===== src/rtl/decode_stage.sv =====
// Decode stage: MIPS-style control decode, operand bypass, branch/jump resolution
// and a 2-entry skid buffer toward execute. Optional build macro: DECODE_BRANCH_EXT_EN.

module decode_ctrl (
  input  logic [5:0] opcode,
  input  logic [5:0] funct,
  output logic       reg_write,
  output logic       mem_to_reg,
  output logic       mem_write,
  output logic       alu_src,
  output logic       reg_dst,
  output logic       bit_shift,
  output logic       jump_link,
  output logic [2:0] alu_ctrl
);

  localparam logic [5:0] OP_RTYPE = 6'h00;
  localparam logic [5:0] OP_JAL   = 6'h03;
  localparam logic [5:0] OP_BEQ   = 6'h04;
  localparam logic [5:0] OP_BNE   = 6'h05;
  localparam logic [5:0] OP_ADDI  = 6'h08;
  localparam logic [5:0] OP_SLTI  = 6'h0A;
  localparam logic [5:0] OP_ANDI  = 6'h0C;
  localparam logic [5:0] OP_ORI   = 6'h0D;
  localparam logic [5:0] OP_LW    = 6'h23;
  localparam logic [5:0] OP_SW    = 6'h2B;

  localparam logic [5:0] FN_SLL = 6'h00;
  localparam logic [5:0] FN_SRL = 6'h02;
  localparam logic [5:0] FN_JR  = 6'h08;
  localparam logic [5:0] FN_ADD = 6'h20;
  localparam logic [5:0] FN_SUB = 6'h22;
  localparam logic [5:0] FN_AND = 6'h24;
  localparam logic [5:0] FN_OR  = 6'h25;
  localparam logic [5:0] FN_SLT = 6'h2A;

  // ALU codes: 000 and, 001 or, 010 add, 011 sll, 100 srl, 110 sub, 111 slt
  always_comb begin
    reg_write  = 1'b0;
    mem_to_reg = 1'b0;
    mem_write  = 1'b0;
    alu_src    = 1'b0;
    reg_dst    = 1'b0;
    bit_shift  = 1'b0;
    jump_link  = 1'b0;
    alu_ctrl   = 3'b010;
    case (opcode)
      OP_RTYPE: begin
        reg_write = 1'b1;
        reg_dst   = 1'b1;
        case (funct)
          FN_ADD: alu_ctrl = 3'b010;
          FN_SUB: alu_ctrl = 3'b110;
          FN_AND: alu_ctrl = 3'b000;
          FN_OR:  alu_ctrl = 3'b001;
          FN_SLT: alu_ctrl = 3'b111;
          FN_SLL: begin
            bit_shift = 1'b1;
            alu_ctrl  = 3'b011;
          end
          FN_SRL: begin
            bit_shift = 1'b1;
            alu_ctrl  = 3'b100;
          end
          FN_JR: begin
            reg_write = 1'b0;
            reg_dst   = 1'b0;
          end
          default: ;
        endcase
      end
      OP_LW: begin
        reg_write  = 1'b1;
        mem_to_reg = 1'b1;
        alu_src    = 1'b1;
      end
      OP_SW: begin
        mem_write = 1'b1;
        alu_src   = 1'b1;
      end
      OP_BEQ, OP_BNE: alu_ctrl = 3'b110;
      OP_ADDI: begin
        reg_write = 1'b1;
        alu_src   = 1'b1;
      end
      OP_ANDI: begin
        reg_write = 1'b1;
        alu_src   = 1'b1;
        alu_ctrl  = 3'b000;
      end
      OP_ORI: begin
        reg_write = 1'b1;
        alu_src   = 1'b1;
        alu_ctrl  = 3'b001;
      end
      OP_SLTI: begin
        reg_write = 1'b1;
        alu_src   = 1'b1;
        alu_ctrl  = 3'b111;
      end
      OP_JAL: begin
        reg_write = 1'b1;
        jump_link = 1'b1;
      end
      default: ;
    endcase
  end

endmodule

// state    | meaning
// ST_EMPTY | no entries, out_valid low
// ST_ONE   | slot0 holds the only entry
// ST_FULL  | slot0 oldest, slot1 newest, in_ready low
module decode_stage #(
  parameter int DATA_W = 32,
  parameter int RA_W   = 5
) (
  input  logic              clk,
  input  logic              rst_n,
  input  logic              in_valid,
  output logic              in_ready,
  input  logic [31:0]       in_instr,
  input  logic [DATA_W-1:0] in_pc4,
  input  logic [DATA_W-1:0] rf_rd1,
  input  logic [DATA_W-1:0] rf_rd2,
  input  logic              fwd_a_en,
  input  logic              fwd_b_en,
  input  logic [DATA_W-1:0] fwd_data,
  input  logic              flush,
  output logic              out_valid,
  input  logic              out_ready,
  output logic [15:0]       out_ctrl,
  output logic [RA_W-1:0]   out_rs,
  output logic [RA_W-1:0]   out_rt,
  output logic [RA_W-1:0]   out_rd,
  output logic [DATA_W-1:0] out_imm,
  output logic [DATA_W-1:0] out_shamt,
  output logic [DATA_W-1:0] out_rd1,
  output logic [DATA_W-1:0] out_rd2,
  output logic [DATA_W-1:0] out_pc4,
  output logic              redirect_valid,
  output logic [DATA_W-1:0] redirect_pc
);

  typedef struct packed {
    logic [15:0]       ctrl;
    logic [RA_W-1:0]   rs;
    logic [RA_W-1:0]   rt;
    logic [RA_W-1:0]   rd;
    logic [DATA_W-1:0] imm;
    logic [DATA_W-1:0] shamt;
    logic [DATA_W-1:0] rd1;
    logic [DATA_W-1:0] rd2;
    logic [DATA_W-1:0] pc4;
  } entry_t;

  typedef enum logic [1:0] {ST_EMPTY, ST_ONE, ST_FULL} state_t;

  state_t state, state_nxt;
  entry_t slot0, slot1, dec;

  logic [5:0]        opcode;
  logic              reg_write, mem_to_reg, mem_write, alu_src, reg_dst, bit_shift, jump_link;
  logic [2:0]        alu_ctrl;
  logic [DATA_W-1:0] op_a, op_b, imm_sext, imm_zext, br_target, j_target, target;
  logic              taken, accept, pop;

  assign opcode = in_instr[31:26];

  decode_ctrl u_ctrl (
    .opcode     (opcode),
    .funct      (in_instr[5:0]),
    .reg_write  (reg_write),
    .mem_to_reg (mem_to_reg),
    .mem_write  (mem_write),
    .alu_src    (alu_src),
    .reg_dst    (reg_dst),
    .bit_shift  (bit_shift),
    .jump_link  (jump_link),
    .alu_ctrl   (alu_ctrl)
  );

  assign op_a     = fwd_a_en ? fwd_data : rf_rd1;
  assign op_b     = fwd_b_en ? fwd_data : rf_rd2;
  assign imm_sext = {{(DATA_W-16){in_instr[15]}}, in_instr[15:0]};
  assign imm_zext = {{(DATA_W-16){1'b0}}, in_instr[15:0]};

  always_comb begin
    dec       = '0;
    dec.ctrl  = {reg_write, mem_to_reg, mem_write, alu_src, reg_dst, bit_shift, jump_link,
                 alu_ctrl, 6'b0};
    dec.rs    = RA_W'(in_instr[25:21]);
    dec.rt    = RA_W'(in_instr[20:16]);
    dec.rd    = RA_W'(in_instr[15:11]);
    // logical immediates (and/or) are zero-extended, everything else sign-extended
    dec.imm   = (alu_ctrl[2:1] == 2'b00) ? imm_zext : imm_sext;
    dec.shamt = {{(DATA_W-5){1'b0}}, in_instr[10:6]};
    dec.rd1   = op_a;
    dec.rd2   = op_b;
    dec.pc4   = in_pc4;
  end

  assign br_target = in_pc4 + (imm_sext << 2);
  assign j_target  = {in_pc4[DATA_W-1:28], in_instr[25:0], 2'b00};

  always_comb begin
    taken  = 1'b0;
    target = br_target;
    case (opcode)
      6'h04: taken = (op_a == op_b);
      6'h05: taken = (op_a != op_b);
      6'h02, 6'h03: begin
        taken  = 1'b1;
        target = j_target;
      end
      6'h00: begin
        if (in_instr[5:0] == 6'h08) begin
          taken  = 1'b1;
          target = op_a;
        end
      end
`ifdef DECODE_BRANCH_EXT_EN
      6'h01: begin
        if (in_instr[20:16] == 5'h00) taken = op_a[DATA_W-1];
        else if (in_instr[20:16] == 5'h01) taken = ~op_a[DATA_W-1];
      end
      6'h06: taken = op_a[DATA_W-1] | (op_a == '0);
      6'h07: taken = ~op_a[DATA_W-1] & (op_a != '0);
`endif
      default: ;
    endcase
  end

  assign accept = in_valid & in_ready & ~flush;
  assign pop    = out_valid & out_ready;

  always_ff @(posedge clk) begin
    if (!rst_n) state <= ST_EMPTY;
    else        state <= state_nxt;
  end

  always_comb begin
    state_nxt = state;
    if (flush) begin
      state_nxt = ST_EMPTY;
    end else begin
      case (state)
        ST_EMPTY: if (accept) state_nxt = ST_ONE;
        ST_ONE: begin
          if (accept && !pop)      state_nxt = ST_FULL;
          else if (pop && !accept) state_nxt = ST_EMPTY;
        end
        ST_FULL: if (pop) state_nxt = ST_ONE;
        default: state_nxt = ST_EMPTY;
      endcase
    end
  end

  always_comb begin
    out_valid = (state != ST_EMPTY);
    in_ready  = (state != ST_FULL);
  end

  // slot0 is always the oldest entry; a pop from FULL shifts slot1 forward
  always_ff @(posedge clk) begin
    if (!rst_n) begin
      slot0 <= '0;
      slot1 <= '0;
    end else if (!flush) begin
      case (state)
        ST_EMPTY: if (accept) slot0 <= dec;
        ST_ONE: begin
          if (accept && pop) slot0 <= dec;
          else if (accept)   slot1 <= dec;
        end
        ST_FULL: if (pop) slot0 <= slot1;
        default: ;
      endcase
    end
  end

  always_ff @(posedge clk) begin
    if (!rst_n) begin
      redirect_valid <= 1'b0;
      redirect_pc    <= '0;
    end else begin
      redirect_valid <= accept & taken;
      if (accept && taken) redirect_pc <= target;
    end
  end

  assign out_ctrl  = slot0.ctrl;
  assign out_rs    = slot0.rs;
  assign out_rt    = slot0.rt;
  assign out_rd    = slot0.rd;
  assign out_imm   = slot0.imm;
  assign out_shamt = slot0.shamt;
  assign out_rd1   = slot0.rd1;
  assign out_rd2   = slot0.rd2;
  assign out_pc4   = slot0.pc4;

endmodule


===== config.mk =====
export PLATFORM = sky130hd
export DESIGN_NAME = decode_stage
export DESIGN_NICKNAME = d
export VERILOG_FILES = /design/src/rtl/decode_stage.sv
export SDC_FILE = /design/constraint.sdc
export NUM_CORES = 1
export LEC_CHECK = 0
export CORE_MARGIN = 2
export CORE_UTILIZATION = 45
export CTS_BUF_LIST = sky130_fd_sc_hd__clkbuf_4 sky130_fd_sc_hd__clkbuf_8 sky130_fd_sc_hd__clkbuf_16
export CTS_CLUSTER_DIAMETER = 120
export DETAILED_ROUTE_END_ITERATION = 10
export HOLD_SLACK_MARGIN = 0.15
export PLACE_DENSITY = 0.77
export SYNTH_ARGS = -nofsm -noshare
export SYNTH_HDL_FRONTEND = slang
export SYNTH_SLANG_ARGS = --single-unit

===== constraint.sdc =====
create_clock -name clk -period 2.9 [get_ports clk]
set_input_delay 0.435 -clock clk [delete_from_list [all_inputs] [get_ports clk]]
set_output_delay 0.435 -clock clk [all_outputs]
set_load 0.1 [all_outputs]

==> flow_results.org <==
** Floorplan
- Placement row count :: slightly below 70
- The die covers 36400 um2.
- For this design the top-level I/O count stands at roughly 400.
- The initial utilization of the core area, before any placement, comes to 0.456.
- Measured along the x axis, the die boundary spans about 190 um.
- Chip Height :: 191 um
- Core box area :: 34500 um2

** Drt
- Vias :: between 15000 and 20000
- Overall routed net length :: ~58000 um
- In the final routed layout, each cell accounts on average for 19.9 um.
- Number of design-rule violations left by the first detailed-router iteration :: about 1500
- Dividing the detail-routed via count by the number of cells gives approximately 5.6.
- Drt drc :: 0
- First-pass iteration count of the detailed router :: 5
- Final antenna-violating net count :: 0

** CTS
- CTS built an H-tree with a depth of 2.
- TritonCTS built the clock tree.
- Clock latency reported for the late side of the worst-skew pair :: 0.52 ns
- CTS Hold Bufs :: 0
- CTS root buffer :: clkbuf_16
- No sink is reached through more buffers than the 3 on the longest clock path.
- Total CTS buffers :: 35
- Num Clock Sinks :: 301
- After clock tree synthesis, the clock-pin slew on the worst setup and hold paths is roughly 0.06 ns.

** Synthesis
- Counting every instance in the synthesized netlist gives between 1500 and 2000.
- The largest total area in the synthesized netlist belongs to dfxtp_1.
- A synthesized cell averages between 7 and 8 um2.
- Most common cell in the synthesized netlist :: nand2_1
- Netlist Area Pre-Place :: ~16000 um2
- For this run, the number of Yosys warnings is 0.
- For this run, the register share of the synthesized area comes to 0.384.
- Of all flip-flops after synthesis, the portion carrying an async set or reset was 0.
- Fraction of post-synthesis cell area in the top cell type by area :: 0.384
- Top cells by area, synth :: dfxtp_1 38%, nand2_1 9.9%, a21oi_1 5.5%
- Most numerous cell types in the synthesized netlist :: 415 x nand2_1, 301 x dfxtp_1, 198 x nor2_1, 173 x a21oi_1, 142 x clkbuf_1
- For this run, the leading register cell type out of synthesis is dfxtp_1.
- Yosys mapped a number of flops with a built-in enable equal to 0.
- Number of register bits inferred by synthesis :: roughly 300
- Distinct cell type count after synthesis :: 68

** STA
- Period minus WS final :: roughly 2.8 ns
- Period utilisation layout :: 0.971
- For the final routed database, the setup TNS stands at 0 ns.
- Total count of hold-check failures in the final report :: 0
- Highest achievable clock rate :: between 300 and 400 MHz
- Setup-failing EPs final :: 0
- Slew at the pin closest to its max-slew limit :: around 0.9 ns
- Hold is met by roughly 0.26 ns.
- The max-slew violation total from the final report came to 0.
- Slew margin rel. :: 0.386
- For the final database, setup skew stands at 0.0156 ns.

** Worst setup path
- Walking the worst path, the cells encountered are clkdlybuf4s50_1, mux2i_2, xnor2_1, o311ai_0, nor4_1, nor3b_2, buf_4, a31oi_1, o21a_4, buf_12, nor3_1, a211oi_2.
- The worst setup path is launched from an input port.
- Worst flop-to-flop path startpoint :: state[0]$_SDFFE_PP0P_
- Worst path required time :: approximately 3.3 ns
- Peak per-stage delay on the critical path :: 0.48 ns
- The critical path contains buffers and inverters numbering 3 combined.
- Kind of cell with the highest combined delay on the critical path :: simple AND/OR/NAND/NOR gates
- The worst setup path is of the in -> reg kind.
- The endpoint identified for the worst register-to-register timing path is out_imm[0]$_SDFFE_PN0P_.
- Of all nets on the critical path, the largest fanout is 16.
- Across all register-to-register paths, the minimum setup slack is 0.28 ns.
- The worst setup path is captured at a register.
- Critical-path cell with the highest stage delay :: clkdlybuf4s50_1
- The worst register-to-register path has a depth of 12.
- At the worst endpoint, the arrival time is roughly 3.2 ns.

** Placed design
- The congestion estimate from routability-driven global placement came to 0.974.
- Estimated wirelength of the detail-placed design :: around 43000 um
- Number of buffers added on ports :: about 360
- Post-placement cell count :: between 2000 and 3000

** Power
- Largest vdd supply drop :: 0.000406 V
- In this run the static leakage power is 9.26 nW.
- Power per Cell Area :: roughly 550 nW/um2

** Final layout
- Final non-filler cell total :: a little under 3000
- For this run, the post-layout net count is roughly 2600.
- Diode insertion count for antenna repair :: 0
- Area Growth Syn to Fin :: 41.5%
- Fraction of layout cells with a size suffix above 1 :: 0.234

** GRT
- The number of antenna violations at the first check in global routing is 1.
- Met1 layer usage reported by global route :: 0.410
- Largest net degree at the start of global routing :: about 200
- Total routing usage reported by global routing :: 0.306
- GRT Max-Usage Layer :: met2
- Via count of the first global-routing pass :: ~15000
- Global-route wire length before repair :: a little under 90000 um
- Met2 global-route usage :: 0.500
- Global routing finished with a remaining overflow of 0.
- For this run, global-route usage on met3 was measured as 0.0440.

** Worst hold path
- Worst hold path class :: in -> reg
- Source of the worst hold timing path :: in_pc4[11]
- Depth of the worst hold-timing path :: 3
- The worst hold path terminates at slot1[11]$_SDFFE_PN0P_.

** Run
- Count of maximum capacitance violations :: 0

** Run status
- Status :: finished, final reports clean
[power breakdown]
part	switching (mW)	total, mW	internal [mW]
Clock	1.76	4.53	2.77
Combinational	2.26	3.38	1.11
Sequential	0.0889	4.35	4.27
Total	4.11	12.3	8.15
[logic make-up (layout without fill, tap and decap cells)]
group,count (synthesis),in the layout,share of synthesized area
flops,301,301,0.384
buf+inv,228,692,0.0708
compound gates,529,529,0.233
simple gates,718,718,0.187
other cells,1,33,0.000239
mux,66,66,0.0435
xor+xnor,98,98,0.0547
fa+ha+maj,33,33,0.0268
[worst reg2reg max path, delay by kind of cell (launching register included)]
| kind | cells | cell delay, ns |
|---|---|---|
| AND/OR/NAND/NOR | 4 | 0.53 |
| flip-flops | 1 | 0.56 |
| multiplexers | 1 | 0.06 |
| buffers and inverters | 4 | 0.62 |
| AO/OA/AOI/OAI | 2 | 0.58 |
| adder cells (fa/ha/maj) | 1 | 0.16 |
[placed cells by master (no fill, tap or decap), types with 5 or more instances in the layout]
cell,instances
a211oi_1,86
a211oi_2,9
a21o_1,15
a21oi_1,171
a221oi_1,18
a221oi_2,5
a311oi_1,65
a31oi_1,9
and3_1,5
buf_12,24
buf_4,427
clkbuf_16,38
clkbuf_4,8
clkdlybuf4s50_1,147
clkinv_2,5
conb_1,33
dfxtp_1,301
dlymetal6s2s_1,17
ha_1,28
inv_1,10
mux2i_1,56
mux2i_2,9
nand2_1,415
nand2b_1,5
nand3_1,10
nand4_1,17
nor2_1,196
nor3_1,28
nor4_1,8
o211a_1,7
o211ai_1,66
o21ai_0,21
o21ai_1,6
o31ai_2,6
or3_1,6
xnor2_1,61
xor2_1,37
[timing repair]
item / in CTS / in global routing
resized for setup: 7 / 55
endpoints found under the setup margin: 32 / 31
setup buffers: 2 / 3
pin swaps: 7 / 25
gates cloned: 0 / 2
[through the flow]
step | util | setup WS (ns) | total power, mW | instance area (um2)
6_report | 0.644 | 0.0829 | 12.3 | 22200
5_1_grt | 0.644 | -0.0202 | 12.6 | 22200
4_1_cts | 0.636 | -0.0151 | 12.2 | 21900
3_5_place_dp | 0.601 | -0.751 | 7.73 | 20700
3_3_place_gp | 0.601 | -0.719 | 7.70 | 20700
2_1_floorplan | - | 0.00463 | 6.60 | 15800
[worst max path at each step]
stage	from	end	slack, ns	cells after the start
2_1_floorplan	in_instr[0]	redirect_pc[30]$_SDFFE_PN0P_	0.005	11
3_3_place_gp	in_instr[0]	redirect_pc[30]$_SDFFE_PN0P_	-0.72	13
3_5_place_dp	in_instr[0]	redirect_pc[30]$_SDFFE_PN0P_	-0.75	13
4_1_cts	in_instr[0]	redirect_pc[30]$_SDFFE_PN0P_	-0.02	13
5_1_grt	fwd_data[13]	redirect_pc[12]$_SDFFE_PN0P_	-0.02	12
6_report	fwd_data[12]	redirect_pc[12]$_SDFFE_PN0P_	0.08	12
[per-layer routing]
metal / up-vias / routed length, um
li1: 7863 / -
met1: 7783 / 24600
met2: 634 / 27600
met3: 125 / 3830
met4: 2 / 2110
met5: - / 12
[cell type report]
| cell class | instances | area, um2 |
|---|---|---|
| Inverter | 12 | 57.6 |
| Timing Repair Buffer | 620 | 5430 |
| Multi-Input combinational cell | 1477 | 8950 |
| Fill cell | 2881 | 12300 |
| Clock buffer | 49 | 1040 |
| Sequential cell | 301 | 6030 |
| Tap cell | 455 | 569 |
| Clock inverter | 11 | 139 |
[sequential cells by signal, summed over array words and instances, names as in the netlist]
signal and cells:
out_imm 13, state 2, out_rd1 32, out_rd 4
out_rs 5, redirect_pc 32, redirect_valid 1, out_rd2 32
slot1 133, out_pc4 32, out_rt 5, out_ctrl 10
No activity file was read; power rests on OpenSTA's default activity.
